**config.mk**
```make
export PLATFORM = sky130hd
export DESIGN_NAME = vram_arbiter
export DESIGN_NICKNAME = d
export VERILOG_FILES = /design/src/rtl/vram_arbiter.sv
export SDC_FILE = /design/constraint.sdc
export NUM_CORES = 1
export LEC_CHECK = 0
export ABC_AREA = 1
export CORE_UTILIZATION = 25
export CTS_CLUSTER_SIZE = 24
export DETAILED_ROUTE_END_ITERATION = 10
export PLACE_DENSITY_LB_ADDON = 0.12
export SKIP_LAST_GASP = 1
export SYNTH_ARGS = -nofsm -noshare
export SYNTH_HDL_FRONTEND = slang
export SYNTH_SLANG_ARGS = --single-unit
export TNS_END_PERCENT = 20
```
**constraint.sdc**
```tcl
create_clock -name clk -period 2.4 [get_ports clk]
set_input_delay 0.6 -clock clk [delete_from_list [all_inputs] [get_ports clk]]
set_output_delay 0.6 -clock clk [all_outputs]
set_load 0.1 [all_outputs]
```
**src/rtl/vram_arbiter.sv**
```systemverilog
// Single-port text VRAM arbiter: VGA reads (absolute priority), CPU reads and posted writes.
// Define VRAM_CLEAR_EN to build the lowest-priority screen-clear engine.
module vram_arbiter #(
    parameter int                 ADDR_W     = 12,
    parameter int                 DATA_W     = 8,
    parameter int                 WBUF_DEPTH = 4,
    parameter logic [DATA_W-1:0]  CLR_CHAR   = 8'h20
) (
    input  logic              clk,
    input  logic              rst,
    input  logic              vga_req,
    input  logic [ADDR_W-1:0] vga_addr,
    output logic [DATA_W-1:0] vga_ascii,
    input  logic              cpu_req,
    input  logic              cpu_we,
    input  logic [ADDR_W-1:0] cpu_addr,
    input  logic [DATA_W-1:0] cpu_wdata,
    output logic              cpu_gnt,
    output logic              cpu_rvalid,
    output logic [DATA_W-1:0] cpu_rdata,
    output logic              wbuf_empty,
    input  logic              clr_start,
    output logic              clr_busy,
    output logic              ram_en,
    output logic              ram_we,
    output logic [ADDR_W-1:0] ram_addr,
    output logic [DATA_W-1:0] ram_wdata,
    input  logic [DATA_W-1:0] ram_rdata
);

    localparam int PTR_W = $clog2(WBUF_DEPTH);
    localparam int CNT_W = PTR_W + 1;

    localparam logic [1:0] RD_IDLE = 2'd0;
    localparam logic [1:0] RD_PEND = 2'd1;
    localparam logic [1:0] RD_DATA = 2'd2;

    logic [1:0]        rd_state_q, rd_state_d;
    logic [ADDR_W-1:0] rd_addr_q, rd_addr_d;
    logic [DATA_W-1:0] cpu_rdata_q, cpu_rdata_d;

    logic [ADDR_W-1:0] wbuf_addr_q [WBUF_DEPTH];
    logic [ADDR_W-1:0] wbuf_addr_d [WBUF_DEPTH];
    logic [DATA_W-1:0] wbuf_data_q [WBUF_DEPTH];
    logic [DATA_W-1:0] wbuf_data_d [WBUF_DEPTH];
    logic [PTR_W-1:0]  wr_ptr_q, wr_ptr_d;
    logic [PTR_W-1:0]  rd_ptr_q, rd_ptr_d;
    logic [CNT_W-1:0]  wcount_q, wcount_d;

    logic wbuf_full;
    logic wr_gnt;
    logic rd_gnt;
    logic push;
    logic pop;
    logic rd_issue;

`ifdef VRAM_CLEAR_EN
    localparam logic [4:0] CLR_LAST_ROW = 5'd31;
    localparam logic [6:0] CLR_LAST_COL = 7'd85;

    logic              clr_busy_q, clr_busy_d;
    logic [4:0]        clr_row_q, clr_row_d;
    logic [6:0]        clr_col_q, clr_col_d;
    logic              clr_step;
    logic [ADDR_W-1:0] clr_addr;

    assign clr_addr = ADDR_W'({clr_row_q, clr_col_q});
    assign clr_busy = clr_busy_q;
`else
    logic unused_clr_start;
    assign unused_clr_start = clr_start;
    assign clr_busy         = 1'b0;
`endif

    assign wbuf_empty = (wcount_q == '0);
    assign wbuf_full  = (wcount_q == CNT_W'(WBUF_DEPTH));

    // Reads wait for the FIFO to drain, which is what keeps read-after-write ordering.
    assign wr_gnt  = cpu_req & cpu_we & ~wbuf_full & ~clr_busy;
    assign rd_gnt  = cpu_req & ~cpu_we & wbuf_empty & (rd_state_q == RD_IDLE) & ~clr_busy;
    assign cpu_gnt = wr_gnt | rd_gnt;
    assign push    = wr_gnt;

    assign vga_ascii  = ram_rdata;
    assign cpu_rvalid = (rd_state_q == RD_DATA);
    assign cpu_rdata  = cpu_rvalid ? ram_rdata : cpu_rdata_q;

    always_comb begin
        ram_en    = 1'b0;
        ram_we    = 1'b0;
        ram_addr  = '0;
        ram_wdata = CLR_CHAR;
        rd_issue  = 1'b0;
        pop       = 1'b0;
`ifdef VRAM_CLEAR_EN
        clr_step  = 1'b0;
`endif
        if (vga_req) begin
            ram_en   = 1'b1;
            ram_addr = vga_addr;
        end else if (rd_state_q == RD_PEND) begin
            ram_en   = 1'b1;
            ram_addr = rd_addr_q;
            rd_issue = 1'b1;
        end else if (!wbuf_empty) begin
            ram_en    = 1'b1;
            ram_we    = 1'b1;
            ram_addr  = wbuf_addr_q[rd_ptr_q];
            ram_wdata = wbuf_data_q[rd_ptr_q];
            pop       = 1'b1;
        end
`ifdef VRAM_CLEAR_EN
        else if (clr_busy_q) begin
            ram_en    = 1'b1;
            ram_we    = 1'b1;
            ram_addr  = clr_addr;
            ram_wdata = CLR_CHAR;
            clr_step  = 1'b1;
        end
`endif
    end

    always_comb begin
        rd_state_d  = rd_state_q;
        rd_addr_d   = rd_addr_q;
        cpu_rdata_d = cpu_rdata_q;
        case (rd_state_q)
            RD_IDLE: begin
                if (rd_gnt) begin
                    rd_state_d = RD_PEND;
                    rd_addr_d  = cpu_addr;
                end
            end
            RD_PEND: begin
                if (rd_issue) begin
                    rd_state_d = RD_DATA;
                end
            end
            RD_DATA: begin
                cpu_rdata_d = ram_rdata;
                rd_state_d  = RD_IDLE;
            end
            default: rd_state_d = RD_IDLE;
        endcase
    end

    always_comb begin
        wr_ptr_d = wr_ptr_q;
        rd_ptr_d = rd_ptr_q;
        wcount_d = wcount_q;
        for (int i = 0; i < WBUF_DEPTH; i++) begin
            wbuf_addr_d[i] = wbuf_addr_q[i];
            wbuf_data_d[i] = wbuf_data_q[i];
        end
        if (push) begin
            wbuf_addr_d[wr_ptr_q] = cpu_addr;
            wbuf_data_d[wr_ptr_q] = cpu_wdata;
            wr_ptr_d              = wr_ptr_q + PTR_W'(1);
        end
        if (pop) begin
            rd_ptr_d = rd_ptr_q + PTR_W'(1);
        end
        if (push && !pop) begin
            wcount_d = wcount_q + CNT_W'(1);
        end else if (!push && pop) begin
            wcount_d = wcount_q - CNT_W'(1);
        end
    end

`ifdef VRAM_CLEAR_EN
    // Column runs fastest; the last write at {31,85} drops busy on the following cycle.
    always_comb begin
        clr_busy_d = clr_busy_q;
        clr_row_d  = clr_row_q;
        clr_col_d  = clr_col_q;
        if (!clr_busy_q) begin
            if (clr_start) begin
                clr_busy_d = 1'b1;
                clr_row_d  = '0;
                clr_col_d  = '0;
            end
        end else if (clr_step) begin
            if (clr_col_q == CLR_LAST_COL) begin
                clr_col_d = '0;
                if (clr_row_q == CLR_LAST_ROW) begin
                    clr_busy_d = 1'b0;
                end else begin
                    clr_row_d = clr_row_q + 5'd1;
                end
            end else begin
                clr_col_d = clr_col_q + 7'd1;
            end
        end
    end

    always_ff @(posedge clk) begin
        if (rst) begin
            clr_busy_q <= 1'b0;
            clr_row_q  <= '0;
            clr_col_q  <= '0;
        end else begin
            clr_busy_q <= clr_busy_d;
            clr_row_q  <= clr_row_d;
            clr_col_q  <= clr_col_d;
        end
    end
`endif

    always_ff @(posedge clk) begin
        if (rst) begin
            rd_state_q  <= RD_IDLE;
            cpu_rdata_q <= '0;
            wr_ptr_q    <= '0;
            rd_ptr_q    <= '0;
            wcount_q    <= '0;
        end else begin
            rd_state_q  <= rd_state_d;
            cpu_rdata_q <= cpu_rdata_d;
            wr_ptr_q    <= wr_ptr_d;
            rd_ptr_q    <= rd_ptr_d;
            wcount_q    <= wcount_d;
        end
        rd_addr_q <= rd_addr_d;
    end

    // FIFO storage carries no reset; occupancy alone decides what is valid.
    always_ff @(posedge clk) begin
        for (int i = 0; i < WBUF_DEPTH; i++) begin
            wbuf_addr_q[i] <= wbuf_addr_d[i];
            wbuf_data_q[i] <= wbuf_data_d[i];
        end
    end

endmodule

```
==> results of run 1 <==
==> power by group through the flow <==
| stage | registers, W | clock network (W) | logic (W) |
|---|---|---|---|
| after floorplan | 0.00234 | 0 | 0.00238 |
| after global placement | 0.00236 | 0 | 0.00365 |
| after detailed placement | 0.00236 | 0 | 0.00368 |
| after CTS | 0.00232 | 0.00163 | 0.00387 |
| after global routing | 0.00233 | 0.00171 | 0.00422 |
| final | 0.00231 | 0.00158 | 0.00397 |
==> flip-flops by register name, summed over array words and instances (netlist names), named ones only <==
register	cells
wbuf_data_q	32
rd_addr_q	12
wr_ptr_q	2
rd_ptr_q	2
wbuf_addr_q	48
rd_state_q	2
cpu_rdata_q	8
wcount_q	3
==> cell type report <==
type | count | area, um2
clock buffer | 11 | 233
clock inverter | 5 | 81.3
fill | 1924 | 12200
inverter | 92 | 353
multi-input combinational | 278 | 1450
sequential | 111 | 3150
tap | 265 | 332
timing repair buffer | 128 | 1680
==> path summary, 6_finish.rpt <==
| path | start | end | slack, ns | depth (start not counted) |
|---|---|---|---|---|
| setup / recovery | wcount_q[0] | ram_addr[6] | 0.01 | 9 |
| hold / removal | rd_ptr_q[1] | flip-flop | 0.50 | 2 |
| setup reg to reg | rd_state_q[1] | wcount_q[2] | 0.40 | 12 |
| hold reg to reg | rd_ptr_q[1] | flip-flop | 0.50 | 2 |
==> worst max-delay path: cells and delay by family, from the launching register on <==
| kind | cells | cell delay (ns) |
|---|---|---|
| buffers and inverters | 5 | 0.62 |
| AO/OA/AOI/OAI | 1 | 0.14 |
| AND/OR/NAND/NOR | 3 | 0.34 |
| flip-flops | 1 | 0.33 |
==> stage by stage <==
step                      TNS, ns  setup slack, ns  cells  hold WS [ns]  total power, W
after floorplan            -11.44           -0.573    509         0.464         0.00473
after global placement      -3.39           -0.254    861         0.482         0.00601
after global routing        -1.31           -0.104    890         0.526         0.00826
after detailed placement    -3.40           -0.283    861         0.486         0.00604
after CTS                 -0.0236          -0.0109    880         0.502         0.00782
final                           0           0.0133    890         0.501         0.00786
==> routing by layer <==
metal / track usage / up-vias / part of all wire / routed length [um]
met2: 0.212 / 69 / 0.50 / 5970
met1: 0.151 / 1648 / 0.44 / 5190
met3: 0.0345 / 9 / 0.051 / 607
met4: 0.0357 / 0 / 0.011 / 129
met5: 0 / - / 0 / 0
li1: - / 1823 / - / -
==> repair_timing <==
item / in CTS / in global routing
cloned: 0 / 1
resized for setup: 9 / 9
pin swaps: 1 / 7
hold buffers: 0 / 0
endpoints found under the setup margin: 25 / 21
setup buffers: 3 / 9
endpoints found under the hold margin: 0 / 0
==> kinds of logic after synthesis <==
logic type,Yosys count
fa+ha+maj,6
flops,111
compound gates,54
simple gates,217
other cells,1
buf+inv,120
==> synth_stat cells, drive strengths merged <==
cell type  instances
nor2              66
clkbuf             7
dfxtp             19
or2                8
fa                 1
nand2            113
o21ai             29
a21oi             25
nor4               1
edfxtp            92
nand3             28
ha                 5
and3               1
inv               92
buf               21
conb               1
==> impl_metrics.toml, run 1 <==
[pwr]
p_clk_frac = 0.201
power_switching_w = 0.00322
internal-power_w = 0.00464
powerDensity_nw_per_um2 = 1080
peakVddDrop_mv = 0.709
p_leak_nw = 3.09
seqPwrFrac = 0.294
combPwrFrac = 0.505
switching_share = 0.410

[layout]
layout_commonest_cell = "nand2_1"
nets = 672
final_area_um2 = 7280
diodes = 0
drive_gt1_frac = 0.245
layout_common_cells = "nand2_1 (105), edfxtp_1 (92), inv_1 (85), nor2_1 (59), buf_12 (47)"
fin_util = 0.374
synthToLayoutAreaGrowth_pct = 46.6

[status]
status = "complete, no violations"

[routing]
first_iter_violations = 177
viasPerCell = 3.99
vias = 3549
drtPass1Iterations = 4
ant_nets = 0
wl_mm = 11.9
routedWlPerCell_um = 13.4
drcViolationCount = 0

[synth]
synth_fa_ha_area_frac = 0.0166
synth_area_um2 = 4960
ys_types = 28
synth_top_family_by_area = "simple AND/OR/NAND/NOR gates"
synth_nets = 561
synth_area_leaders = "edfxtp_1 (56%), nand2_1 (8.3%), dfxtp_1 (7.7%)"
ys_seq_area_frac = 0.633
synth_compound_area_frac = 0.0597
ys_warn_count = 0
yosys.area.top_type = "edfxtp_1"
synth_simple_gate_area_share = 0.184
synth_area_per_cell_um2 = 9.75
synth-seq-cells = 111
syn-instance-count = 509
synth_top_area_share = 0.556
yosys.area_share.xor_xnor = 0
synthMuxAreaShare = 0

[grt]
grt_max_degree = 33
first_global_vias = 3548
antenna_found_initial = 0
grt_pass1_wl_mm = 18.7
overflow = 0
grt_use_total = 0.124

[worst_setup_path]
worst_setup_path_end_kind = "output port"
cp_cell_sequence = "inv_2 -> nand3_4 -> clkinvlp_4 -> nor2_4 -> buf_12 -> buf_12 -> nand2_4 -> a21oi_4 -> buf_12"
worstPathMaxFanout = 5
slowest_stage = "dfxtp_2"
cpMostUsedCell = "buf_12"
start_kind = "flip-flop"
arrival_ns = 1.79
slowest_delay_ns = 0.33
crit_required_ns = 1.80
critPathKind = "reg -> out"

[die]
ios = 88
design.die.area_um2 = 20400
die_w_um = 143
core_um2 = 19500
start_util = 0.255
row_count = 51
die_y_um = 143

[sta]
setup_viol = 0
drv_slew = 0
period_needed_ns = 2.39
fin_crit_sh = 0.994
hold_violations = 0
skew_ns = 0.0113
rsz0062_at_grt = "true"
maxClockFrequency_mhz = 419

[placement]
place_congestion = 0.761
dp_hpwl_mm = 7.88
dpl-instance-area_um2 = 6770
io_buffers = 85

[clock_network]
cts.htree.levels = 3
cts_sinks = 111
cts_buffers = 9
clockBufferDepth = 2
insertion_delay_ns = 0.36
path_clk_slew_ns = 0.07
cts_root_buffer = "clkbuf_16"
cts_tree = "yes"

[min_path]
hold_path.class = "reg -> reg"

[job]
cap_violations = 0
(Power assumes the default switching activity.)
==> inputs of run 2 (changes only) <==
--- a/config.mk
+++ b/config.mk
@@ -6,6 +6,7 @@
 export NUM_CORES = 1
 export LEC_CHECK = 0
 export ABC_AREA = 1
+export CAP_MARGIN = 20
 export CORE_UTILIZATION = 25
 export CTS_CLUSTER_SIZE = 24
 export DETAILED_ROUTE_END_ITERATION = 10
==> results of run 2 <==
The final DEF is identical to that of run 1; final timing and power are the same.
